File: src/rtl/soc_result_mailbox.sv
`default_nettype none
// ============================================================================
//  Module      : soc_result_mailbox
//  Description : Memory-mapped result mailbox on the core data bus. Holds the
//                test-program completion FLAG and RESULT word, raises a
//                sticky completion level and counts cycles from reset (or
//                clear) until completion.
//  Revision    : 1.0 - initial release
// ============================================================================
module soc_result_mailbox #(
    parameter logic [31:0] BASE_ADDR = 32'h0000_1000
) (
    input  logic        clk_i,
    input  logic        rst_ni,
    input  logic        data_req_i,
    input  logic [31:0] data_addr_i,
    input  logic        data_we_i,
    input  logic [3:0]  data_be_i,
    input  logic [31:0] data_wdata_i,
    output logic        data_gnt_o,
    output logic        data_rvalid_o,
    output logic [31:0] data_rdata_o,
    output logic [31:0] mem_flag,
    output logic [31:0] mem_result,
    output logic        signal,
    output logic [31:0] cycles
);

    localparam logic [1:0]  C_OFF_FLAG   = 2'd0;
    localparam logic [1:0]  C_OFF_RESULT = 2'd1;
    localparam logic [1:0]  C_OFF_CYCLES = 2'd2;
    localparam logic [1:0]  C_OFF_CTRL   = 2'd3;
    localparam logic [31:0] C_CYC_MAX    = 32'hFFFF_FFFF;

    logic        in_window;
    logic        gnt;
    logic [1:0]  offset;
    logic [31:0] be_mask;
    logic [31:0] flag_merged;
    logic [31:0] result_merged;
    logic        unused_addr_lsb;

    logic [31:0] flag_q,   flag_d;
    logic [31:0] result_q, result_d;
    logic [31:0] cycles_q, cycles_d;
    logic        signal_q, signal_d;
    logic        rvalid_q, rvalid_d;
    logic [31:0] rdata_q,  rdata_d;

    // Address decode, grant and per-byte write merge (block never stalls)
    always_comb begin
        in_window     = (data_addr_i[31:4] == BASE_ADDR[31:4]);
        gnt           = data_req_i & in_window;
        offset        = data_addr_i[3:2];
        be_mask       = {{8{data_be_i[3]}}, {8{data_be_i[2]}},
                         {8{data_be_i[1]}}, {8{data_be_i[0]}}};
        flag_merged   = (flag_q   & ~be_mask) | (data_wdata_i & be_mask);
        result_merged = (result_q & ~be_mask) | (data_wdata_i & be_mask);
    end

    // Byte-lane bits of the address play no part in word decode
    assign unused_addr_lsb = ^data_addr_i[1:0];

    // Next-state: register writes, completion latch, cycle counter, response
    always_comb begin
        flag_d   = flag_q;
        result_d = result_q;
        signal_d = signal_q;
        rvalid_d = gnt;
        rdata_d  = 32'h0;
        // Counter runs until completion is visible, saturating at all-ones
        if (signal_q || (cycles_q == C_CYC_MAX)) begin
            cycles_d = cycles_q;
        end else begin
            cycles_d = cycles_q + 32'd1;
        end

        if (gnt) begin
            if (data_we_i) begin
                case (offset)
                    C_OFF_FLAG: begin
                        flag_d = flag_merged;
                        // Completion is sticky: a zero FLAG never drops it
                        if (flag_merged != 32'h0) begin
                            signal_d = 1'b1;
                        end
                    end
                    C_OFF_RESULT: begin
                        result_d = result_merged;
                    end
                    C_OFF_CTRL: begin
                        if (data_be_i[0] && data_wdata_i[0]) begin
                            flag_d   = 32'h0;
                            cycles_d = 32'h0;
                            signal_d = 1'b0;
                        end
                    end
                    default: begin
                        // CYCLES is read-only
                    end
                endcase
            end else begin
                // Reads return the value before any update at this edge
                case (offset)
                    C_OFF_FLAG:   rdata_d = flag_q;
                    C_OFF_RESULT: rdata_d = result_q;
                    C_OFF_CYCLES: rdata_d = cycles_q;
                    default:      rdata_d = 32'h0;
                endcase
            end
        end
    end

    // State registers with asynchronous active-low reset
    always_ff @(posedge clk_i or negedge rst_ni) begin
        if (!rst_ni) begin
            flag_q   <= 32'h0;
            result_q <= 32'h0;
            cycles_q <= 32'h0;
            signal_q <= 1'b0;
            rvalid_q <= 1'b0;
            rdata_q  <= 32'h0;
        end else begin
            flag_q   <= flag_d;
            result_q <= result_d;
            cycles_q <= cycles_d;
            signal_q <= signal_d;
            rvalid_q <= rvalid_d;
            rdata_q  <= rdata_d;
        end
    end

    assign data_gnt_o    = gnt;
    assign data_rvalid_o = rvalid_q;
    assign data_rdata_o  = rdata_q;
    assign mem_flag      = flag_q;
    assign mem_result    = result_q;
    assign signal        = signal_q;
    assign cycles        = cycles_q;

endmodule
`default_nettype wire

File: config.mk
export PLATFORM = sky130hd
export DESIGN_NAME = soc_result_mailbox
export DESIGN_NICKNAME = d
export VERILOG_FILES = /design/src/rtl/soc_result_mailbox.sv
export SDC_FILE = /design/constraint.sdc
export NUM_CORES = 1
export LEC_CHECK = 0
export ABC_AREA = 1
export CORE_AREA = 2 2 135 170
export DETAILED_ROUTE_END_ITERATION = 12
export DIE_AREA = 0 0 137 172
export PLACE_DENSITY_LB_ADDON = 0.08
export SLEW_MARGIN = 20
export SYNTH_ARGS = -nofsm -noshare
export SYNTH_HDL_FRONTEND = slang
export SYNTH_SLANG_ARGS = --single-unit
File: constraint.sdc
create_clock -name clk_i -period 1.9 [get_ports clk_i]
set_clock_uncertainty 0.2 [all_clocks]
set_input_delay 0.38 -clock clk_i [delete_from_list [all_inputs] [get_ports clk_i]]
set_output_delay 0.38 -clock clk_i [all_outputs]
set_load 0.02 [all_outputs]
After elaboration in Yosys (flattened, before gate mapping)
Cells that the tools add are included.
{"block": "word_totals", "inputBits": 72, "rom_bits": 0, "ramBits": 0, "elab_cells": 42, "n_memories": 0, "latchBits": 0, "out_inout_bits": 131, "regBits": 130}
{"block": "classes", "n_mux": 13, "eq_ne": 7, "order_cmp": 0, "add_sub_neg": 1, "multipliers": 0, "n_shift": 0, "reduce_logical": 8, "bitwise": 7, "div": 0}
{"cell": "two-way mux 32 bit", "n": 8}
{"cell": "bitwise AND 32 bit", "n": 3}
{"cell": "one-hot mux 32 bit (3 select lines)", "n": 1}
{"cell": "bitwise OR 32 bit", "n": 2}
{"cell": "one-hot mux 32 bit (2 select lines)", "n": 1}
{"cell": "adder 32 x 1 -> 32 bit, second input constant", "n": 1}
{"cell": "== test 32 bit, second input constant", "n": 1}
{"cell": "inverter 32 bit", "n": 1}
{"cell": "nonzero test 32 bit", "n": 1}
{"cell": "== test 28 x 9 -> 1 bit, second input constant", "n": 1}
{"cell": "AND reduction 5 bit", "n": 1}
{"cell": "== test 2 bit, second input constant", "n": 2}
{"cell": "!= test 2 bit, second input constant", "n": 2}
{"cell": "AND reduction 4 bit", "n": 1}
{"cell": "AND reduction 3 bit", "n": 1}
{"cell": "== test 2 x 1 -> 1 bit, second input constant", "n": 1}
{"cell": "zero test 2 bit", "n": 1}
{"cell": "two-way mux 1 bit", "n": 2}
{"cell": "one-hot mux 1 bit (2 select lines)", "n": 1}
{"cell": "nonzero test 2 bit", "n": 1}
{"cell": "bitwise AND 1 bit", "n": 1}
{"cell": "logical AND 1 bit", "n": 1}
{"cell": "logical OR 1 bit", "n": 1}

Logic depth before layout (Yosys ltp)
{"block": "depth", "depth_word": 7, "mapped_depth": 11, "depth_no_buf": 11}

Worst setup path before layout
OpenSTA, ideal clock, no wires.
{"block": "synth_path", "kind": "flip-flop to flip-flop", "start": "register cycles_q[1] (netlist: cycles[1])", "end": "register cycles_q[28] (netlist: cycles[28])", "path_stages_with_launch": 12, "setup_ps": 118, "period_less_slack_ps": 2025, "arrival_ps": 1707, "setup_slack_ps": -125, "path_cell_list": "dfrtp_1 ha_1 nand2_1 nor2_4 nand2_4 nor2_8 nand2_4 nand2_8 inv_2 buf_6 nand2_1 a21oi_2"}
{"block": "synth_via", "elab_chain_len": 7}
{"item": "start, declared", "line": "45", "text": "logic [31:0] cycles_q, cycles_d;"}
{"item": "start signal, assigned", "line": "126", "text": "cycles_q <= cycles_d;"}
{"item": "branches (longest 2 deep; another with adder 32 x 1 -> 32 bit)"}
{"item": "two-way mux 32 bit (*)", "line": "72", "text": "if (signal_q || (cycles_q == C_CYC_MAX)) begin"}
{"item": "two-way mux 32 bit", "line": "92", "text": "if (data_be_i[0] && data_wdata_i[0]) begin"}
{"item": "two-way mux 32 bit", "line": "80", "text": "case (offset)"}
{"item": "two-way mux 32 bit", "line": "79", "text": "if (data_we_i) begin"}
{"item": "two-way mux 32 bit (*)", "line": "78", "text": "if (gnt) begin"}
{"item": "via cycles_d[28]", "line": "45"}
Mark *: on every way through the listed nets, which the timed path passes.
A chain may end at the register's enable or synchronous reset.

Final worst setup path
{"block": "layout_path", "start": "register cycles_q[17] (netlist: cycles[17])", "end": "output port cycles[17]"}
{"item": "end, declared", "line": "26", "text": "output logic [31:0] cycles"}
No word-level cell between the ends.

==> qor.yml <==
status: "completed"
max_slew_margin_pct: 75.5
slowest_delay_ns: 0.40
rows: 61
fin_setup_tns_ns: 0
max_cap_violations: 0
drt_iter0_markers: 629
grt_usage_pct: 25.2
synth_cell_types: 33
clk_path_buf_depth: 2
crit_path_cell_trace: "buf_4 > dlygate4sd2_1"
rsz0062_at_grt: "yes"
crit_slowest_cell: "dfrtp_1"
synthesis.nets: 1127
hpwlAfterDp_um: 21900
yosysSeqAreaShare_pct: 43.1
crit_type: "reg2out"
tightest_slew_ns: 0.367
yosys.area.top_type: "dfrtp_1"
min-delay-path-class: "in2reg"
cts_buffers: 17
syn_area_um2: 7540
synth-edff-count: 0
period_share_pct: 98.1
path_clk_slew_ns: 0.06
synth_area_leaders: "dfrtp_1 (43%), nand2_1 (17%), nor2_1 (8.8%)"
gp_congestion: 0.921
cts-root-buf: "clkbuf_16"
synth_top_area_share_pct: 43.1
via_per_inst: 5.00
grtUsageMet1_pct: 30.6
end_kind: "primary output"
ys_warn_count: 0
drive_gt1_share_pct: 23.0
wirelength_um: 30200
setup_viol: 0
grt_antenna_before_repair: 1
first_pass_iters: 6
clock.fmax_mhz: 536
hold_viol_final: 0
final_cells: 1700
slew_violations: 0
syn_inst: 1054
synthFlopType: "dfrtp_1"
syn_to_final_growth_pct: 62.2
met3_usage_pct: 4.69
portBuffers: 200
num_io_pins: 203
grt_pass1_vias: 8219
dp_cells: 1627
die_area_um2: 23600
die_h_um: 172
layout.nets: 1476
startpoint_type: "register"
ir_drop_v: 0.000608
place_area_um2: 10900
synthTopCellsByCount: "nand2_1 (332), nor2_1 (176), dfrtp_1 (130)"
leakage_nw: 6.71
start_util_pct: 34.3
ant_nets: 0
cts_htree_levels: 4
crit_buf_inv: 2
design_area_um2: 12200
grt_max_degree: 51
whs_ns: 0.166
p_per_area_nw_per_um2: 583
required_ns: 1.32
async_flop_share_pct: 100
fin_crit_ns: 1.86
drcViolationCount: 0
cts.sinks: 130
grt_most_used_layer: "met2"
total_power_w: 0.00713
die_w_um: 137
grt_pass1_wl_um: 45100
cts_tree: "done"
ys_ff_latch: 130
critPathTopFamily: "buffers and inverters"
gr-total-overflow: 0
syn_area_per_cell_um2: 7.15
vias: 8500
post-synth-top-count-cell: "nand2_1"
arrival_ns: 1.28
avgRoutedWirePerCell_um: 17.8
insertion_delay_ns: 0.42
cp_max_fo: 4
met2_usage_pct: 43.7
coreArea_um2: 22000
per-stage QoR:
stage	utilization, %	worst slack (ns)
floorplan	-	0.00758
global placement	49.8	-0.687
detailed placement	49.8	-0.702
CTS	53.7	-0.172
global route	55.7	-0.0623
finish	55.7	0.0359
path summary, 6_finish.rpt:
kind                            start          to  slack, ns  depth (start not counted)
hold reg to reg              register    register       0.30                          2
max in group asynchronous      rst_ni   async pin       0.73                          3
setup reg to reg            cycles[1]  cycles[16]       0.05                         10
hold / removal              data_we_i    register       0.17                          3
setup / recovery           cycles[17]  cycles[17]       0.04                          2
min in group asynchronous      rst_ni   cycles[2]       0.20                          2
cells in the final DEF, fill, tap and decap left out, types with 7 or more instances in the layout:
cell	netlist	final
buf_4	1	145
o2111ai_1	32	32
a221oi_1	32	32
a21oi_2	8	10
o21ai_0	36	20
nand2_2	6	18
dlygate4sd2_1	0	137
nor3_2	0	7
o21ai_1	0	16
nand2_1	332	318
xor2_1	7	7
nand4_1	14	14
clkdlybuf4s50_1	0	35
dfrtp_1	130	124
inv_1	93	88
nor3_1	34	26
buf_12	1	16
dlymetal6s2s_1	0	15
nor2_2	3	21
a21oi_1	12	10
clkdlybuf4s15_1	0	7
nor2_1	176	153
nor2_4	5	10
nand3_2	1	10
nand3_1	64	53
buf_6	2	15
clkbuf_16	0	22
cell type report:
type / count / area [um2]
antenna: 1 / 2.50
fill: 2169 / 9750
sequential: 130 / 3260
timing repair buffer: 384 / 3640
clock inverter: 11 / 175
inverter: 95 / 363
tap: 283 / 354
multi-input combinational: 775 / 3960
clock buffer: 21 / 480
routing by layer:
metal,vias to the layer above,part of all wire [%],wire length (um)
li1,4147,-,-
met1,4014,41,12300
met2,280,51,15400
met3,59,5.0,1520
met4,0,3.3,1000
met5,-,0,0
cells by family after synthesis:
| logic type | count (synthesis) | synth area share [%] |
|---|---|---|
| AOI/OAI and AO/OA | 120 | 11.5 |
| xor gates and xnor gates | 7 | 0.813 |
| adders and majority gates | 1 | 0.166 |
| buffers and inverters | 150 | 8.16 |
| DFF | 130 | 43.1 |
| and+or+nand+nor | 646 | 36.2 |
power breakdown:
| part | internal [W] | switching, W | total [W] | leakage [nW] |
|---|---|---|---|---|
| sequential | 0.00277 | 0.0000000362 | 0.00277 | 1.71 |
| clock | 0.00235 | 0.00131 | 0.00365 | 0.316 |
| combinational | 0.000344 | 0.000367 | 0.000712 | 4.69 |
| total | 0.00546 | 0.00167 | 0.00713 | 6.71 |
tightest hold or removal path, cell delays in order:
cell and delay [ns]:
buf_2 0.19, nand4_1 0.12, nand2_1 0.05
repair_timing:
item | 4_1_cts | 5_1_grt
endpoints found under the hold margin | 130 | 0
gates resized for setup | 187 | 101
hold buffers | 1 | 0
gates cloned | 4 | 6
pin swaps | 20 | 29
setup buffers | 20 | 10
endpoints found under the setup margin | 192 | 133
Note: power is estimated with default switching activity, not from simulation.
